[src/rtl/ex_mem_stage.sv]
// Execute->memory boundary: resolves branches/jumps, raises a one-cycle redirect,
// and buffers beats in a 2-entry skid buffer toward the memory stage.
module ex_mem_stage #(
  parameter int DATA_WIDTH = 32,
  parameter int REG_ADDR_W = 5
) (
  input  logic                  clk_i,
  input  logic                  rst_ni,
  input  logic                  flush_i,
  input  logic                  ex_valid_i,
  output logic                  ex_ready_o,
  input  logic [DATA_WIDTH-1:0] alu_res_i,
  input  logic                  zero_flag_i,
  input  logic                  ovf_flag_i,
  input  logic [DATA_WIDTH-1:0] pc_i,
  input  logic [DATA_WIDTH-1:0] imm_i,
  input  logic [DATA_WIDTH-1:0] store_data_i,
  input  logic [REG_ADDR_W-1:0] rd_i,
  input  logic [5:0]            ctl_i,
  output logic                  mem_valid_o,
  input  logic                  mem_ready_i,
  output logic [DATA_WIDTH-1:0] mem_result_o,
  output logic [DATA_WIDTH-1:0] mem_store_o,
  output logic [REG_ADDR_W-1:0] mem_rd_o,
  output logic [2:0]            mem_ctl_o,
  output logic                  mem_ovf_o,
  output logic                  mem_misalign_o,
  output logic                  redirect_o,
  output logic [DATA_WIDTH-1:0] redirect_pc_o
);

  typedef struct packed {
    logic [DATA_WIDTH-1:0] result;
    logic [DATA_WIDTH-1:0] store;
    logic [REG_ADDR_W-1:0] rd;
    logic [2:0]            ctl;
    logic                  ovf;
    logic                  misalign;
  } beat_t;

  beat_t                 e0_q, e0_d, e1_q, e1_d, new_beat;
  logic                  v0_q, v0_d, v1_q, v1_d;
  logic                  ready_q, ready_d;
  logic                  redirect_q, redirect_d;
  logic [DATA_WIDTH-1:0] redirect_pc_q, redirect_pc_d;

  logic                  is_branch, is_jal, is_jalr;
  logic                  accept, push, pop, taken, misalign;
  logic [DATA_WIDTH-1:0] target;

  assign is_branch = ctl_i[5];
  assign is_jal    = ctl_i[4];
  assign is_jalr   = ctl_i[3];

  // Branch/jump resolution and construction of the beat to enqueue
  always_comb begin
    taken    = is_jal | is_jalr | (is_branch & zero_flag_i);
    target   = is_jalr ? (alu_res_i & ~{{(DATA_WIDTH-1){1'b0}}, 1'b1}) : (pc_i + imm_i);
    misalign = taken & (target[1:0] != 2'b00);
    new_beat.result   = (is_jal | is_jalr) ? (pc_i + DATA_WIDTH'(4)) : alu_res_i;
    new_beat.store    = store_data_i;
    new_beat.rd       = rd_i;
    new_beat.ovf      = ovf_flag_i;
    new_beat.misalign = misalign;
    if (misalign || is_branch) begin
      new_beat.ctl = 3'b000;
    end else begin
      new_beat.ctl = ctl_i[2:0];
    end
  end

  // A beat taken while a redirect is showing is wrong-path: handshake completes, beat is dropped
  assign accept = ex_valid_i & ready_q;
  assign push   = accept & ~redirect_q & ~flush_i;
  assign pop    = v0_q & mem_ready_i;

  // Skid buffer and redirect next-state
  always_comb begin
    e0_d          = e0_q;
    e1_d          = e1_q;
    v0_d          = v0_q;
    v1_d          = v1_q;
    redirect_d    = push & taken & ~misalign;
    redirect_pc_d = redirect_d ? target : redirect_pc_q;
    if (flush_i) begin
      v0_d = 1'b0;
      v1_d = 1'b0;
    end else begin
      case ({push, pop})
        2'b10: begin
          if (!v0_q) begin
            e0_d = new_beat;
            v0_d = 1'b1;
          end else begin
            e1_d = new_beat;
            v1_d = 1'b1;
          end
        end
        2'b01: begin
          e0_d = e1_q;
          v0_d = v1_q;
          v1_d = 1'b0;
        end
        2'b11: begin
          if (v1_q) begin
            e0_d = e1_q;
            e1_d = new_beat;
          end else begin
            e0_d = new_beat;
            v0_d = 1'b1;
          end
        end
        default: begin
          v0_d = v0_q;
        end
      endcase
    end
    ready_d = ~v1_d;
  end

  // State registers with synchronous active-low reset
  always_ff @(posedge clk_i) begin
    if (!rst_ni) begin
      e0_q          <= '0;
      e1_q          <= '0;
      v0_q          <= 1'b0;
      v1_q          <= 1'b0;
      ready_q       <= 1'b1;
      redirect_q    <= 1'b0;
      redirect_pc_q <= {DATA_WIDTH{1'b0}};
    end else begin
      e0_q          <= e0_d;
      e1_q          <= e1_d;
      v0_q          <= v0_d;
      v1_q          <= v1_d;
      ready_q       <= ready_d;
      redirect_q    <= redirect_d;
      redirect_pc_q <= redirect_pc_d;
    end
  end

  assign ex_ready_o     = ready_q;
  assign mem_valid_o    = v0_q;
  assign mem_result_o   = e0_q.result;
  assign mem_store_o    = e0_q.store;
  assign mem_rd_o       = e0_q.rd;
  assign mem_ctl_o      = e0_q.ctl;
  assign mem_ovf_o      = e0_q.ovf;
  assign mem_misalign_o = e0_q.misalign;
  assign redirect_o     = redirect_q;
  assign redirect_pc_o  = redirect_pc_q;

endmodule
[config.mk]
export PLATFORM = sky130hd
export DESIGN_NAME = ex_mem_stage
export DESIGN_NICKNAME = d
export VERILOG_FILES = /design/src/rtl/ex_mem_stage.sv
export SDC_FILE = /design/constraint.sdc
export NUM_CORES = 1
export LEC_CHECK = 0
export ABC_CLOCK_PERIOD_IN_PS = 3250
export BUFFER_PORTS_ARGS = -buffer_cell sky130_fd_sc_hd__buf_2
export CORE_MARGIN = 10
export CORE_UTILIZATION = 54
export DETAILED_ROUTE_END_ITERATION = 6
export HOLD_SLACK_MARGIN = 0.05
export PLACE_DENSITY = 0.81
export SKIP_CTS_REPAIR_TIMING = 1
export SYNTH_ARGS = -nofsm -noshare
export SYNTH_HDL_FRONTEND = slang
export SYNTH_SLANG_ARGS = --single-unit
[constraint.sdc]
create_clock -name clk_i -period 3.25 [get_ports clk_i]
set_clock_uncertainty 0.15 [all_clocks]
set_input_delay 0 -clock clk_i [delete_from_list [all_inputs] [get_ports clk_i]]
set_output_delay 0 -clock clk_i [all_outputs]
set_load 0.02 [all_outputs]
## Word level (Yosys, flattened, before mapping)

Index checks and enable logic that the tools add are counted.

| word-level totals | value |
|---|---|
| input bits | 146 |
| bits in latches | 0 |
| RAM bits | 0 |
| bits in read-only memories | 0 |
| memories kept | 0 |
| logic and storage cells | 63 |
| register bits | 184 |

| operators by class | value |
|---|---|
| reductions and logical operators | 8 |
| shift-type cells | 0 |
| multipliers | 0 |
| equality and inequality tests | 7 |
| magnitude comparators | 0 |
| bitwise gates (word level) | 15 |
| mux-type cells | 14 |
| divide/modulo/power cells | 0 |
| add/sub/neg operators | 2 |

Operator list:

| cell | number |
|---|---|
| 74-bit 2-to-1 mux | 4 |
| 74-bit case mux with 3 select lines | 1 |
| 74-bit case mux with 2 select lines | 1 |
| 32-bit 2-to-1 mux | 2 |
| 32-bit by 3-bit adder with 32-bit output (second input constant) | 1 |
| 32-bit adder | 1 |
| 1-bit bitwise AND | 8 |
| 2-bit inequality test (second input constant) | 4 |
| 1-bit NOT | 5 |
| 2-bit equality test (second input constant) | 2 |
| 4-bit AND reduction | 1 |
| 2-bit nonzero test | 2 |
| 1-bit 2-to-1 mux | 3 |
| 3-bit 2-to-1 mux | 1 |
| 1-bit case mux with 3 select lines | 1 |
| 3-bit AND reduction | 1 |
| 3-bit nonzero test | 1 |
| 2-bit by 1-bit equality test with 1-bit output (second input constant) | 1 |
| 1-bit OR | 2 |
| 1-bit case mux with 2 select lines | 1 |
| 2-bit AND reduction | 1 |
| 2-bit OR reduction | 1 |
| 1-bit logical OR | 1 |

## Longest topological paths before layout

| depth | value |
|---|---|
| word-level depth | 8 |
| depth in mapped cells | 12 |

## Worst setup path before layout

Ideal clock, no wire load.

| timing path | value |
|---|---|
| path type | register to register |
| start | register redirect_q, in the netlist redirect_o |
| end | register e1_q[42] (netlist name) |
| arrival time | 2.175 ns |
| buffers on the path | 3 |
| path slack | 0.809 ns |
| cell stages (with the launch flop) | 12 |
| library setup time | 0.116 ns |
| period minus slack after synthesis | 2.441 ns |
| cells stage by stage | dfxtp_1 > nor2_1 > nand3_1 > inv_1 > ha_1 > clkbuf_1 > nor2b_1 > nor3_1 > clkbuf_1 > buf_1 > nand2_1 > o211a_1 |

| between the ends | value |
|---|---|
| word-level cells in the longest chain between the ends | 6 |
| elaborated cells between the ends (all ways) | 10 |
| classes of those cells | eq/ne: 4; mux: 1; bitwise: 3; reduce/logical: 2 |

Ends and longest elaborated chain:

| what | line | source |
|---|---|---|
| start: declaration | 44 | `logic redirect_q, redirect_d;` |
| start signal: assignment | 137 | `redirect_q <= redirect_d;` |
| 1-bit NOT (*) | 74 | `assign push = accept & ~redirect_q & ~flush_i;` |
| 1-bit bitwise AND (*) (2 in series) | 74 |  |
| 2-bit equality test | 89 | `case ({push, pop})` |
| 2-bit inequality test (no source line) or 2-bit nonzero test (tied branches) | n/a |  |
| 4-bit AND reduction (no source line) | n/a |  |
| end signal: assignment | 125 | `e1_q <= '0;` |
| end signal: assignment | 133 | `e1_q <= e1_d;` |
| end: declaration | 41 | `beat_t e0_q, e0_d, e1_q, e1_d, new_beat;` |

Mark *: on every way between the ends. The rest lies on a longest branch, timed or not.
A chain may end at the register's enable or synchronous reset.

## Worst setup path after layout

| timing path | value |
|---|---|
| start | input port pc_i[2] |
| end | register redirect_pc_q[31], in the netlist redirect_pc_o[31] |

| between the ends | value |
|---|---|
| word-level cells in the longest chain between the ends | 2 |

Ends and longest elaborated chain:

| what | line | source |
|---|---|---|
| start: declaration | 15 | `input logic [DATA_WIDTH-1:0] pc_i,` |
| 32-bit adder | 58 | `target = is_jalr ? (alu_res_i & ~{{(DATA_WIDTH-1){1'b0}}, 1'b1}) : (pc_i + imm_i);` |
| 32-bit 2-to-1 mux | 58 |  |
| end signal: assignment | 130 | `redirect_pc_q <= {DATA_WIDTH{1'b0}};` |
| end signal: assignment | 138 | `redirect_pc_q <= redirect_pc_d;` |
| end: declaration | 45 | `logic [DATA_WIDTH-1:0] redirect_pc_q, redirect_pc_d;` |

No other way between the ends.

==> qor.txt <==
cells after synthesis: 1245
Routed WL: 35210 um
number of H-tree levels: 4
Final Max Tran Viols: 0
setup violators final: 0
vias: 10800
Synth area leader: dfxtp_1
Post-synth top cells: nand2_1, dfxtp_1, nor2_1, o21ai_0, a21oi_1
wire per inst: 19.68 um
#FFs+latches synth: 184
Data arrival, critical path: 3.35 ns
crit end category: register
vias in the first global route: 9930
area delta synth->final: 28.75%
Num Clock Sinks: 184
RePlAce Congestion: 1.012
Leak Pwr: 0.005661 uW
HPWL after DPL: 25240 um
starting density of the core: 54.70%
clock root buffer: clkbuf_16
Area contributors post-synth: dfxtp_1, nand2_1, a221oi_1
warnings from Yosys: 0
Skew-Pair Late Insertion Delay: 0.44 ns
GR peak layer: met2
Post-synth top flop: dfxtp_1
Max-Cap Viols: 0
Synth async-reset ratio: 0%
GR Util met2: 42.04%
hold path startpoint: pc_i[1]
mapped cell area: 0.01016 mm^2
synthesized net count: 1428
placed insts: 1661
grt met3 use: 6.468%
Core Area: 0.01858 mm^2
final hold vios: 0
CP Launch Type: input port
# IOs: 255
Mean Syn Cell Area: 8.163 um^2
largest net degree at the start of global routing: 78
GRT Util Overall: 26.08%
clock buffer depth: 2
Tmin final: 3.188 ns
first-pass GRT wire length: 52030 um
Slew HR: 43.65%
initial antenna violation count: 0
# rows: 50
initial drt markers: 942
Final Non-Filler Cells: 1789
Setup CP Type: in2reg
Die Wd: 157.2 um
area share of the largest cell type after synthesis: 36.24%
TritonCTS clock tree: built
DRC errors left: 0
TritonCTS Buffers: 17
Pre-Repair DR Iteration Count: 5
WHS: 0.001000 ns
DRT antenna net count: 0
VDD IR max: 0.3027 mV
worst-margin pin slew: 0.8452 ns
die outline height: 157.2 um
Crit Reg-Reg Startpoint: redirect_o$_SDFF_PN0_
Fmax: 313.7 MHz
critical path required time: 3.42 ns
crit path launch: pc_i[2]
top-count cell post-synth: nand2_1
sequential fraction of the synthesis area: 36.24%
pwr/cell area: 433.4 mW/mm^2
CTS clk-pin slew, worst paths: 0.07 ns
Crit Path Max Fanout: 5
grt ovf: 0
drt via density: 6.035
Synth cell types: 71
port bufs: 254
Post-synth EDFFs: 0
Final Cycle Share: 98.08%
run status: complete, no violations
die area: 0.02471 mm^2
share of layout cells above drive strength 1: 21.75%
met1 Usage GRT: 32.43%
Hold Crit Class: in2reg
nets: 1724
kinds of logic after synthesis:
logic type | count (synthesis) | share of synthesized area (%)
and+or+nand+nor | 462 | 21.99
AOI/OAI and AO/OA | 387 | 26.15
DFF | 184 | 36.24
buffers and inverters | 107 | 4.924
xor gates and xnor gates | 53 | 4.567
adders and majority gates | 37 | 4.629
muxes | 15 | 1.502
per-layer routing:
| layer | wire (um) | part of all wire [%] | vias to the layer above |
|---|---|---|---|
| met2 | 16600 | 47 | 533 |
| met5 | 0 | 0 | - |
| met4 | 1271 | 3.6 | 0 |
| li1 | - | - | 5108 |
| met3 | 2865 | 8.1 | 75 |
| met1 | 14470 | 41 | 5080 |
flip-flops by register name, indices dropped and copies added, names as in the netlist:
| signal | cells |
|---|---|
| redirect_o | 1 |
| mem_ctl_o | 3 |
| mem_rd_o | 5 |
| ex_ready_o | 1 |
| redirect_pc_o | 32 |
| mem_ovf_o | 1 |
| mem_store_o | 32 |
| mem_misalign_o | 1 |
| v1_q | 1 |
| mem_valid_o | 1 |
| e1_q | 74 |
| mem_result_o | 32 |
report_power, final:
part	leakage, uW	switching (uW)	internal (uW)
Sequential	0.00149	47.5	2340
Combinational	0.00388	731	491
Clock	0.000285	1010	1050
path summary, 6_finish.rpt:
path | end | slack (ns) | cells past startpoint
setup / recovery | redirect_pc_o[31]$_SDFFE_PN0P_ | 0.06 | 11
hold / removal | mem_result_o[1]$_SDFFE_PN0P_ | 0.001 | 4
setup reg to reg | e1_q[46]$_SDFFE_PN0P_ | 0.39 | 9
hold reg to reg | e1_q[56]$_SDFFE_PN0P_ | 0.31 | 2
final cells by class:
class / count / area, um^2
repair buffers: 371 / 2440
clock buffers: 18 / 439.2
flip-flops and latches: 184 / 3684
multi-input cells: 954 / 6023
clock inverters: 14 / 155.1
fillers: 1455 / 5495
well taps: 234 / 292.8
diodes: 1 / 2.502
inverters: 13 / 48.80
metrics by stage:
step | setup WS (ns) | cell area, um^2 | total power (uW) | setup TNS (ns) | utilization [%]
6_report | 0.06229 | 13090 | 5671 | 0 | 70.42
5_1_grt | -0.04091 | 13080 | 5887 | -0.04091 | 70.41
4_1_cts | 0.4103 | 12130 | 5569 | 0 | 65.29
3_5_place_dp | 0.4655 | 11540 | 3536 | 0 | 62.09
3_3_place_gp | 0.5828 | 11540 | 3528 | 0 | 62.09
2_1_floorplan | 0.8091 | 10160 | 3136 | 0 | -
layout by cell type, fill, tap and decap left out, types with 17 or more instances in the layout:
cell / count
a21oi_1: 83
nor2_1: 100
o21ai_0: 87
a21boi_0: 60
ha_1: 36
xnor2_1: 21
dfxtp_1: 184
xor2_1: 32
o211a_1: 19
buf_4: 19
nand3_1: 26
nand2_1: 192
dlygate4sd3_1: 95
clkbuf_16: 17
nor3b_1: 48
buf_2: 253
a221oi_1: 59
nand4_1: 18
worst max-delay path, stage by stage:
cell           delay, ns
dlygate4sd3_1       0.53
buf_2               0.16
ha_1                0.37
nor2_1              0.07
o311ai_1            0.53
nand4b_1            0.24
o211ai_1            0.29
a31oi_1             0.17
xnor2_1             0.30
o21ai_0             0.12
dlygate4sd3_1       0.57
No activity file was read; power rests on OpenSTA's default activity.
